<file path="src/rtl/offnariscv_pkg.sv">
// +----------------------------------------------------------------------------+
// | Module : offnariscv_pkg                                                    |
// | Brief  : Shared types and constants for the CSR execution unit.            |
// | Rev    : 1.0                                                               |
// +----------------------------------------------------------------------------+
`default_nettype none

package offnariscv_pkg;

  localparam int unsigned XLEN = 32;

  // Encoding follows funct3[1:0] of the Zicsr instructions.
  typedef enum logic [1:0] {
    CSR_RW = 2'b01,
    CSR_RS = 2'b10,
    CSR_RC = 2'b11
  } csr_op_e;

  typedef enum logic [1:0] {
    IDLE = 2'd0,
    EXEC = 2'd1,
    RESP = 2'd2
  } csr_exec_state_e;

  localparam logic [XLEN-1:0] EXC_ILLEGAL_INSN = XLEN'(2);

endpackage

`default_nettype wire

</file>
<file path="src/rtl/csr_exec_if.sv">
// +----------------------------------------------------------------------------+
// | Module : csr_rif_if / csr_wif_if                                           |
// | Brief  : CSR file read port (combinational) and write port.                |
// | Rev    : 1.0                                                               |
// +----------------------------------------------------------------------------+
`default_nettype none

interface csr_rif_if;
  import offnariscv_pkg::*;

  logic [11:0]     addr;
  logic [XLEN-1:0] rdata;
  logic            ro;
  logic            exception;

  modport req (output addr, input rdata, ro, exception);
  modport rsp (input addr, output rdata, ro, exception);
endinterface

interface csr_wif_if;
  import offnariscv_pkg::*;

  logic            valid;
  logic [11:0]     addr;
  logic [XLEN-1:0] data;

  modport req (output valid, addr, data);
  modport rsp (input valid, addr, data);
endinterface

`default_nettype wire

</file>
<file path="src/rtl/csr_alu.sv">
// +----------------------------------------------------------------------------+
// | Module : csr_alu                                                           |
// | Brief  : New CSR value from old value and operand (bitwise, no carries).   |
// | Rev    : 1.0                                                               |
// +----------------------------------------------------------------------------+
`default_nettype none

module csr_alu
  import offnariscv_pkg::*;
(
  input  csr_op_e         op_i,
  input  logic [XLEN-1:0] old_i,
  input  logic [XLEN-1:0] src_i,
  output logic [XLEN-1:0] new_o
);

  always_comb begin
    new_o = src_i;
    case (op_i)
      CSR_RS:  new_o = old_i | src_i;
      CSR_RC:  new_o = old_i & ~src_i;
      default: new_o = src_i;
    endcase
  end

endmodule

`default_nettype wire

</file>
<file path="src/rtl/csr_exec.sv">
// +----------------------------------------------------------------------------+
// | Module : csr_exec                                                          |
// | Brief  : Zicsr execution unit: IDLE -> EXEC (read/write) -> RESP.          |
// | Rev    : 1.0                                                               |
// +----------------------------------------------------------------------------+
`default_nettype none

module csr_exec
  import offnariscv_pkg::*;
(
  input  logic            clk,
  input  logic            rst_n,
  input  logic            in_valid,
  output logic            in_ready,
  input  csr_op_e         in_op,
  input  logic [11:0]     in_addr,
  input  logic [XLEN-1:0] in_src,
  input  logic            in_src_zero,
  input  logic [4:0]      in_rd,
  input  logic            flush,
  output logic            out_valid,
  input  logic            out_ready,
  output logic [XLEN-1:0] out_rdata,
  output logic [4:0]      out_rd,
  output logic            out_we,
  output logic            out_exc,
  output logic [XLEN-1:0] out_cause,
  csr_rif_if.req          csr_rif,
  csr_wif_if.req          csr_wif
);

  csr_exec_state_e state_q, state_d;
  csr_op_e         op_q, op_d;
  logic [11:0]     addr_q, addr_d;
  logic [XLEN-1:0] src_q, src_d;
  logic            src_zero_q, src_zero_d;
  logic [4:0]      rd_q, rd_d;
  logic [XLEN-1:0] rdata_q, rdata_d;
  logic [4:0]      res_rd_q, res_rd_d;
  logic            we_q, we_d;
  logic            exc_q, exc_d;
  logic [XLEN-1:0] cause_q, cause_d;

  logic            write_intent;
  logic            illegal;
  logic [XLEN-1:0] new_val;

  csr_alu u_alu (
    .op_i  (op_q),
    .old_i (csr_rif.rdata),
    .src_i (src_q),
    .new_o (new_val)
  );

  assign csr_rif.addr = addr_q;
  assign csr_wif.addr = addr_q;
  assign csr_wif.data = new_val;

  // A set/clear with a zero operand is a pure read, so it is legal on read-only CSRs.
  assign write_intent = (op_q == CSR_RW) || !src_zero_q;
  assign illegal      = (write_intent && csr_rif.ro) || csr_rif.exception;

  always_comb begin
    state_d       = state_q;
    op_d          = op_q;
    addr_d        = addr_q;
    src_d         = src_q;
    src_zero_d    = src_zero_q;
    rd_d          = rd_q;
    rdata_d       = rdata_q;
    res_rd_d      = res_rd_q;
    we_d          = we_q;
    exc_d         = exc_q;
    cause_d       = cause_q;
    in_ready      = 1'b0;
    out_valid     = 1'b0;
    csr_wif.valid = 1'b0;

    case (state_q)
      IDLE: begin
        in_ready = !flush;
        if (in_valid && !flush) begin
          op_d       = in_op;
          addr_d     = in_addr;
          src_d      = in_src;
          src_zero_d = in_src_zero;
          rd_d       = in_rd;
          state_d    = EXEC;
        end
      end
      EXEC: begin
        if (flush) begin
          state_d = IDLE;
        end else begin
          csr_wif.valid = write_intent && !illegal;
          rdata_d       = illegal ? '0 : csr_rif.rdata;
          res_rd_d      = rd_q;
          we_d          = !illegal && (rd_q != 5'd0);
          exc_d         = illegal;
          cause_d       = illegal ? EXC_ILLEGAL_INSN : '0;
          state_d       = RESP;
        end
      end
      RESP: begin
        out_valid = !flush;
        if (flush || out_ready) begin
          state_d = IDLE;
        end
      end
      default: state_d = IDLE;
    endcase
  end

  always_ff @(posedge clk or negedge rst_n) begin
    if (!rst_n) begin
      state_q    <= IDLE;
      op_q       <= CSR_RW;
      addr_q     <= '0;
      src_q      <= '0;
      src_zero_q <= 1'b0;
      rd_q       <= '0;
      rdata_q    <= '0;
      res_rd_q   <= '0;
      we_q       <= 1'b0;
      exc_q      <= 1'b0;
      cause_q    <= '0;
    end else begin
      state_q    <= state_d;
      op_q       <= op_d;
      addr_q     <= addr_d;
      src_q      <= src_d;
      src_zero_q <= src_zero_d;
      rd_q       <= rd_d;
      rdata_q    <= rdata_d;
      res_rd_q   <= res_rd_d;
      we_q       <= we_d;
      exc_q      <= exc_d;
      cause_q    <= cause_d;
    end
  end

  assign out_rdata = rdata_q;
  assign out_rd    = res_rd_q;
  assign out_we    = we_q;
  assign out_exc   = exc_q;
  assign out_cause = cause_q;

endmodule

`default_nettype wire

</file>
<file path="src/flat_wrapper.sv">
// flat-port wrapper written by rule: the top's interface ports become plain ports
module csr_exec_flat import offnariscv_pkg::*;
  (clk, rst_n, in_valid, in_ready, in_op, in_addr, in_src, in_src_zero, in_rd, flush, out_valid, out_ready, out_rdata, out_rd, out_we, out_exc, out_cause, csr_rif_addr, csr_rif_rdata, csr_rif_ro, csr_rif_exception, csr_wif_valid, csr_wif_addr, csr_wif_data);
  csr_rif_if csr_rif_i ();
  csr_wif_if csr_wif_i ();
  input  logic clk;
  input  logic rst_n;
  input  logic in_valid;
  output logic in_ready;
  input  csr_op_e in_op;
  input  logic [11:0] in_addr;
  input  logic [XLEN-1:0] in_src;
  input  logic in_src_zero;
  input  logic [4:0] in_rd;
  input  logic flush;
  output logic out_valid;
  input  logic out_ready;
  output logic [XLEN-1:0] out_rdata;
  output logic [4:0] out_rd;
  output logic out_we;
  output logic out_exc;
  output logic [XLEN-1:0] out_cause;
  output wire logic [$bits(csr_rif_i.addr)-1:0] csr_rif_addr;
  input wire logic [$bits(csr_rif_i.rdata)-1:0] csr_rif_rdata;
  input wire logic [$bits(csr_rif_i.ro)-1:0] csr_rif_ro;
  input wire logic [$bits(csr_rif_i.exception)-1:0] csr_rif_exception;
  output wire logic [$bits(csr_wif_i.valid)-1:0] csr_wif_valid;
  output wire logic [$bits(csr_wif_i.addr)-1:0] csr_wif_addr;
  output wire logic [$bits(csr_wif_i.data)-1:0] csr_wif_data;
  assign csr_rif_addr = csr_rif_i.addr;
  assign csr_rif_i.rdata = csr_rif_rdata;
  assign csr_rif_i.ro = csr_rif_ro;
  assign csr_rif_i.exception = csr_rif_exception;
  assign csr_wif_valid = csr_wif_i.valid;
  assign csr_wif_addr = csr_wif_i.addr;
  assign csr_wif_data = csr_wif_i.data;
  csr_exec u_core (.clk(clk), .rst_n(rst_n), .in_valid(in_valid), .in_ready(in_ready), .in_op(in_op), .in_addr(in_addr), .in_src(in_src), .in_src_zero(in_src_zero), .in_rd(in_rd), .flush(flush), .out_valid(out_valid), .out_ready(out_ready), .out_rdata(out_rdata), .out_rd(out_rd), .out_we(out_we), .out_exc(out_exc), .out_cause(out_cause), .csr_rif(csr_rif_i), .csr_wif(csr_wif_i));
endmodule
</file>
<file path="config.mk">
export PLATFORM = sky130hd
export DESIGN_NAME = csr_exec_flat
export DESIGN_NICKNAME = d
export VERILOG_FILES = /design/src/rtl/offnariscv_pkg.sv /design/src/rtl/csr_exec_if.sv /design/src/rtl/csr_alu.sv /design/src/rtl/csr_exec.sv /design/src/flat_wrapper.sv
export SDC_FILE = /design/constraint.sdc
export NUM_CORES = 1
export LEC_CHECK = 0
export ABC_AREA = 1
export CELL_PAD_IN_SITES_DETAIL_PLACEMENT = 0
export CELL_PAD_IN_SITES_GLOBAL_PLACEMENT = 2
export CORE_AREA = 10 10 162 164
export DETAILED_ROUTE_END_ITERATION = 10
export DIE_AREA = 0 0 172 174
export MAX_ROUTING_LAYER = met4
export PLACE_DENSITY_LB_ADDON = 0.1
export SYNTH_ARGS = -nofsm -noshare
export SYNTH_HDL_FRONTEND = slang
export SYNTH_SLANG_ARGS = --single-unit
</file>
<file path="constraint.sdc">
create_clock -name clk -period 1.3 [get_ports clk]
set_input_delay 0.26 -clock clk [delete_from_list [all_inputs] [get_ports clk]]
set_output_delay 0.26 -clock clk [all_outputs]
set_load 0.01 [all_outputs]
</file>
======== Word level (Yosys, flattened, before mapping) ========
Index checks and enable logic that the tools add are counted.
storage, ports and cells
  flip-flop bits (word level) ............. 125
  bits of input ports ..................... 91
operators by class
  reduce and logical (&&, ||, !) cells .... 15
  mux-type cells .......................... 11
  equal/unequal tests ..................... 7
  bitwise gates (word level) .............. 4
operators with widths
  cell                  number
  $pmux W32 S2          1
  $and A32 B32 Y32      1
  $mux W32              1
  $not A32 Y32          1
  $or A32 B32 Y32       1
  $mux W2               4
  $eq A2 B2 Y1 const B  3
  $pmux W2 S3           1
  $reduce_and A2 Y1     3
  $reduce_bool A5 Y1    1
  $eq A2 B1 Y1 const B  2
  $logic_and A1 B1 Y1   4
  $mux W1               4
  $ne A2 B1 Y1 const B  2
  $logic_not A1 Y1      3
  $logic_or A1 B1 Y1    3
  $logic_not A2 Y1      1
  $not A1 Y1            1

======== Depth between registers and ports, before layout ========
Gate-level depths: netlist (run 1).
  word-level depth ........................ 8
  mapped depth ............................ 9
  gate-level depth less buffers ........... 8

======== Hierarchy ========
Synthesis (run 1) repeated with hierarchy kept, for this count alone.
unflattened totals
  cells, all modules ...................... 592
  area, all modules ....................... 4595.7 um^2
by module, submodules not included
  module    area each (um^2)  sequential area each (um^2)  times used  cells an instance
  csr_exec  3958.8            2328.5                       1           456
  csr_alu   636.9             0.0                          1           136

======== Worst setup path before layout (run 1) ========
OpenSTA, ideal clock, no wires.
  path type ............................... register to output
  start ................................... reg u_core.op_q[1]
  end ..................................... out csr_wif_valid
  setup slack ............................. -0.026 ns
  data arrival time ....................... 1.066 ns
  stages on the path, launching flop included .. 9
  path buffers ............................ 2
  cell sequence ........................... dfrtp_1 buf_2 inv_1 nand2_1 nand2_1 nand2_1 nand2_1 buf_2 nor2_1
between the ends
  word-level cells in the longest chain between the ends .. 8
ends and longest elaborated chain
  element                   line                RTL
  start: declaration        csr_exec.sv:33      csr_op_e op_q, op_d;
  start signal: assignment  csr_exec.sv:129     op_q <= op_d;
  $eq A2 B1 Y1 *            csr_exec.sv:60      assign write_intent = (op_q == CSR_RW) || !src_zero_q;
  $logic_or A1 B1 Y1 *      csr_exec.sv:60
  $logic_and A1 B1 Y1       csr_exec.sv:61      assign illegal = (write_intent && csr_rif.ro) || csr_rif.exception;
  $logic_or A1 B1 Y1        csr_exec.sv:61
  $logic_not A1 Y1          csr_exec.sv:95      csr_wif.valid = write_intent && !illegal;
  $logic_and A1 B1 Y1 *     csr_exec.sv:95
  $mux W1 *                 csr_exec.sv:92      if (flush) begin
  $mux W1 *                 csr_exec.sv:79      case (state_q)
  end: declaration          flat_wrapper.sv:27  output wire logic [$bits(csr_wif_i.valid)-1:0] csr_wif_valid;
Every way passes the cells marked *; elsewhere a longest branch is shown, timed or not.

======== Worst setup path after layout (run 1) ========
  start ................................... reg u_core.op_q[1]
  end ..................................... out csr_wif_data[24]
between the ends
  word-level cells in the longest chain between the ends .. 2
ends and longest elaborated chain
  element           line                RTL
  $eq A2 B2 Y1      csr_alu.sv:19       case (op_i)
  $pmux W32 S2 *    csr_alu.sv:19
  end: declaration  flat_wrapper.sv:29  output wire logic [$bits(csr_wif_i.data)-1:0] csr_wif_data;
Marked as above.

==> results of run 1 <==
power breakdown:
part           switching [mW]  total, mW  leakage, nW  internal [mW]
Combinational            1.97       4.01         2.76           2.04
Clock                    1.18       3.11        0.167           1.93
Sequential              0.449       3.86         1.18           3.41
placed cells by master (no fill, tap or decap), drive strengths merged:
master / count
clkinv: 2
bufinv: 3
nor2: 4
clkdlybuf4s50: 88
clkbuf: 35
nand2: 248
clkdlybuf4s15: 43
nor3: 3
dfrtp: 92
dlygate4sd3: 1
o21ai: 34
inv: 8
conb: 31
a21oi: 64
buf: 129
dlygate4sd2: 2
dfstp: 1
nand3: 1
final cells by class:
class,count,area share
timing repair buffer,286,0.360
clock buffer,12,0.0286
inverter,9,0.00625
tap,290,0.0421
multi-input combinational,385,0.281
sequential,93,0.271
clock inverter,4,0.0110
registers in the layout, summed over array words and instances (netlist names):
name                 count
u_core.out_rdata        32
u_core.src_q            32
u_core.csr_rif.addr     12
u_core.out_rd            5
u_core.rd_q              5
u_core.op_q              2
u_core.state_q           2
u_core.out_cause         1
u_core.out_we            1
u_core.src_zero_q        1
per-stage QoR:
| stage | cell area [um^2] | hold WS, ns |
|---|---|---|
| 2_1_floorplan | 4450 | -0.0356 |
| 3_3_place_gp | 6650 | 0.258 |
| 3_5_place_dp | 6650 | 0.262 |
| 4_1_cts | 7990 | 0.429 |
| 5_1_grt | 8610 | 0.453 |
| 6_report | 8610 | 0.453 |
worst min path at each step:
stage | start | to | depth (start not counted)
finish | rst_n | u_core.csr_rif.addr[11] | 3
detailed placement | rst_n | u_core.csr_rif.addr[1] | 2
CTS | in_op[0] | u_core.op_q[0] | 3
floorplan | rst_n | u_core.csr_rif.addr[0] | 0
global placement | rst_n | u_core.csr_rif.addr[11] | 2
global route | in_src[5] | u_core.src_q[5] | 3
critical path, stage by stage, from the launching register on:
cell and delay, ns:
dfrtp_2 0.48, nand2_2 0.10, inv_4 0.06, buf_12 0.15, a21oi_2 0.15, clkdlybuf4s15_2 0.24
per-layer routing:
metal	wire, um	share of wire	up-vias
li1	-	-	2120
met1	8670	0.42	2122
met2	10400	0.51	125
met3	1300	0.063	10
met4	176	0.0086	0
met5	0	0	-
cell families after synthesis:
group,after synthesis,share of synthesized area
DFF,93,0.538
AOI/OAI and AO/OA,98,0.113
other,1,0.000866
and+or+nand+nor,256,0.226
buffers and inverters,81,0.122
what timing repair did:
item | CTS | global route
cloned | 16 | 6
gates resized for setup | 411 | 227
buffers inserted | 26 | 16
setup endpoints to repair | 190 | 159
hold endpoints to repair | 92 | 0
hold buffers | 1 | 0
pin swaps | 29 | 47
==> summary.md, run 1 <==
| Metric | Value |
|---|---|
| Status | complete, but fails checks |
| Failing checks | negative setup slack |
| Top-count cell post-synth | nand2_1 |
| Vias per cell | 4.06 |
| Standard-cell rows | 56 |
| Root Driver | clkbuf_16 |
| Synth Instances | 529 |
| Met2 usage | 0.225 |
| Fill cells | 2373 |
| Async SR Flop Fraction | 1.00 |
| Post-route insts no fill | 1079 |
| Clk slew on worst S/H paths | 0.07 ns |
| Grt met3 use | 0.0399 |
| Max Cap Violations | 0 |
| RR Startpoint | u_core.state_q[1] |
| Worst setup margin | -0.500 ns |
| Final HPWL DP | 12600 um |
| Reg area | 2330 um^2 |
| Final setup viols | 126 |
| GRT Total Usage | 0.134 |
| Residual DRC | 0 |
| CP Capture Type | output port |
| Period utilization | 1.38 |
| DIE AREA | 29900 um^2 |
| Share of layout cells above drive strength 1 | 0.468 |
| RR Endpoint | u_core.src_q[4] |
| Peak Freq | 556 MHz |
| CP Launch Type | flip-flop |
| Antenna-violating nets left | 0 |
| Overall power | 11.0 mW |
| GP Congestion | 0.752 |
| Synth top area share | 0.532 |
| Grt met1 use | 0.153 |
| CTS Buf Count | 9 |
| DR vias | 4377 |
| Peak-usage layer in the global routing report | met2 |
| Initial antenna violation count | 0 |
| Worst setup endpoint | csr_wif_data[24] |
| First drt pass iteration count | 4 |
| Sink Count | 93 |
| CTS tree | yes |
| Min-delay worst type | in2async |
| Die span in y | 174 um |
| Synth area leader | dfrtp_1 |
| PortBufs | 189 |
| H-tree Lvls | 3 |
| Post-synth EDFFs | 0 |
| Worst r2r path cells | 10 |
| CP arrival | 1.54 ns |
| Sequential cell area fraction in the yosys report | 0.538 |
| Cell count after placement | 1009 |
| Hold Fails Final Rpt | 0 |
| Final setup TNS | -37.65 ns |
| 1st-iter DRT viols | 124 |
| I/O Pins | 221 |
| Mapped cell area | 4330 um^2 |
| Largest net degree at the start of global routing | 41 |
| Wirelength per Cell | 19.1 um |
| Clk buf depth | 2 |
| Warnings from Yosys | 0 |
| Synthesis-stage register bit count | 93 |
| Max-slew violations | 0 |
| Critical path type | reg2out |
| Area grow syn2layout | 98.9% |
| Pwr Density | 1270 nW/um^2 |
| Leak | 4.11 nW |
| First-pass GRT wire length | 29400 um |
| Synth top area cells | dfrtp_1 53%, nand2_1 21%, buf_4 8.0%, a21oi_1 7.4%, o21ai_0 2.2% |
| Fin nets | 875 |
| Multi-input gate area in the final layout | 2420 um^2 |
| Avg Inst Size Synth | 8.18 um^2 |
| Primary FF master, synth | dfrtp_1 |
| Post-synth top cells | 247 x nand2_1, 92 x dfrtp_1, 64 x a21oi_1 |
| Synth cell types | 19 |
| Utilization after layout | 0.372 |
| Vias in the first global route | 4731 |
| Die Width | 172 um |
| Starting density of the core | 0.187 |
| R2R Setup Slk | -0.38 ns |
| Ant diodes | 0 |
| Clk_lat worst skew | 0.35 ns |
| Post-Place Setup Slack | -0.795 ns |
| CORE AREA | 23100 um^2 |
| Worst path required time | 1.04 ns |
| Worst Path Max Fanout | 12 |
| GRT overflow | 0 |
| Unrepaired setup endpoints after global routing | true |
| Worst setup startpoint | u_core.op_q[1] |
| Routed wire length | 20600 um |
| Clk_skew | 0.00825 ns |
| Crit path time final | 1.80 ns |
| Peak supply drop | 0.654 mV |
Power figures use the tool's default switching activity.
==> inputs of run 2 (changes only) <==
--- a/config.mk
+++ b/config.mk
@@ -6,6 +6,7 @@
 export NUM_CORES = 1
 export LEC_CHECK = 0
 export ABC_AREA = 1
+export CAP_MARGIN = 25
 export CELL_PAD_IN_SITES_DETAIL_PLACEMENT = 0
 export CELL_PAD_IN_SITES_GLOBAL_PLACEMENT = 2
 export CORE_AREA = 10 10 162 164
==> results of run 2 <==
No change in the layout: final DEF, timing and power equal those of run 1.
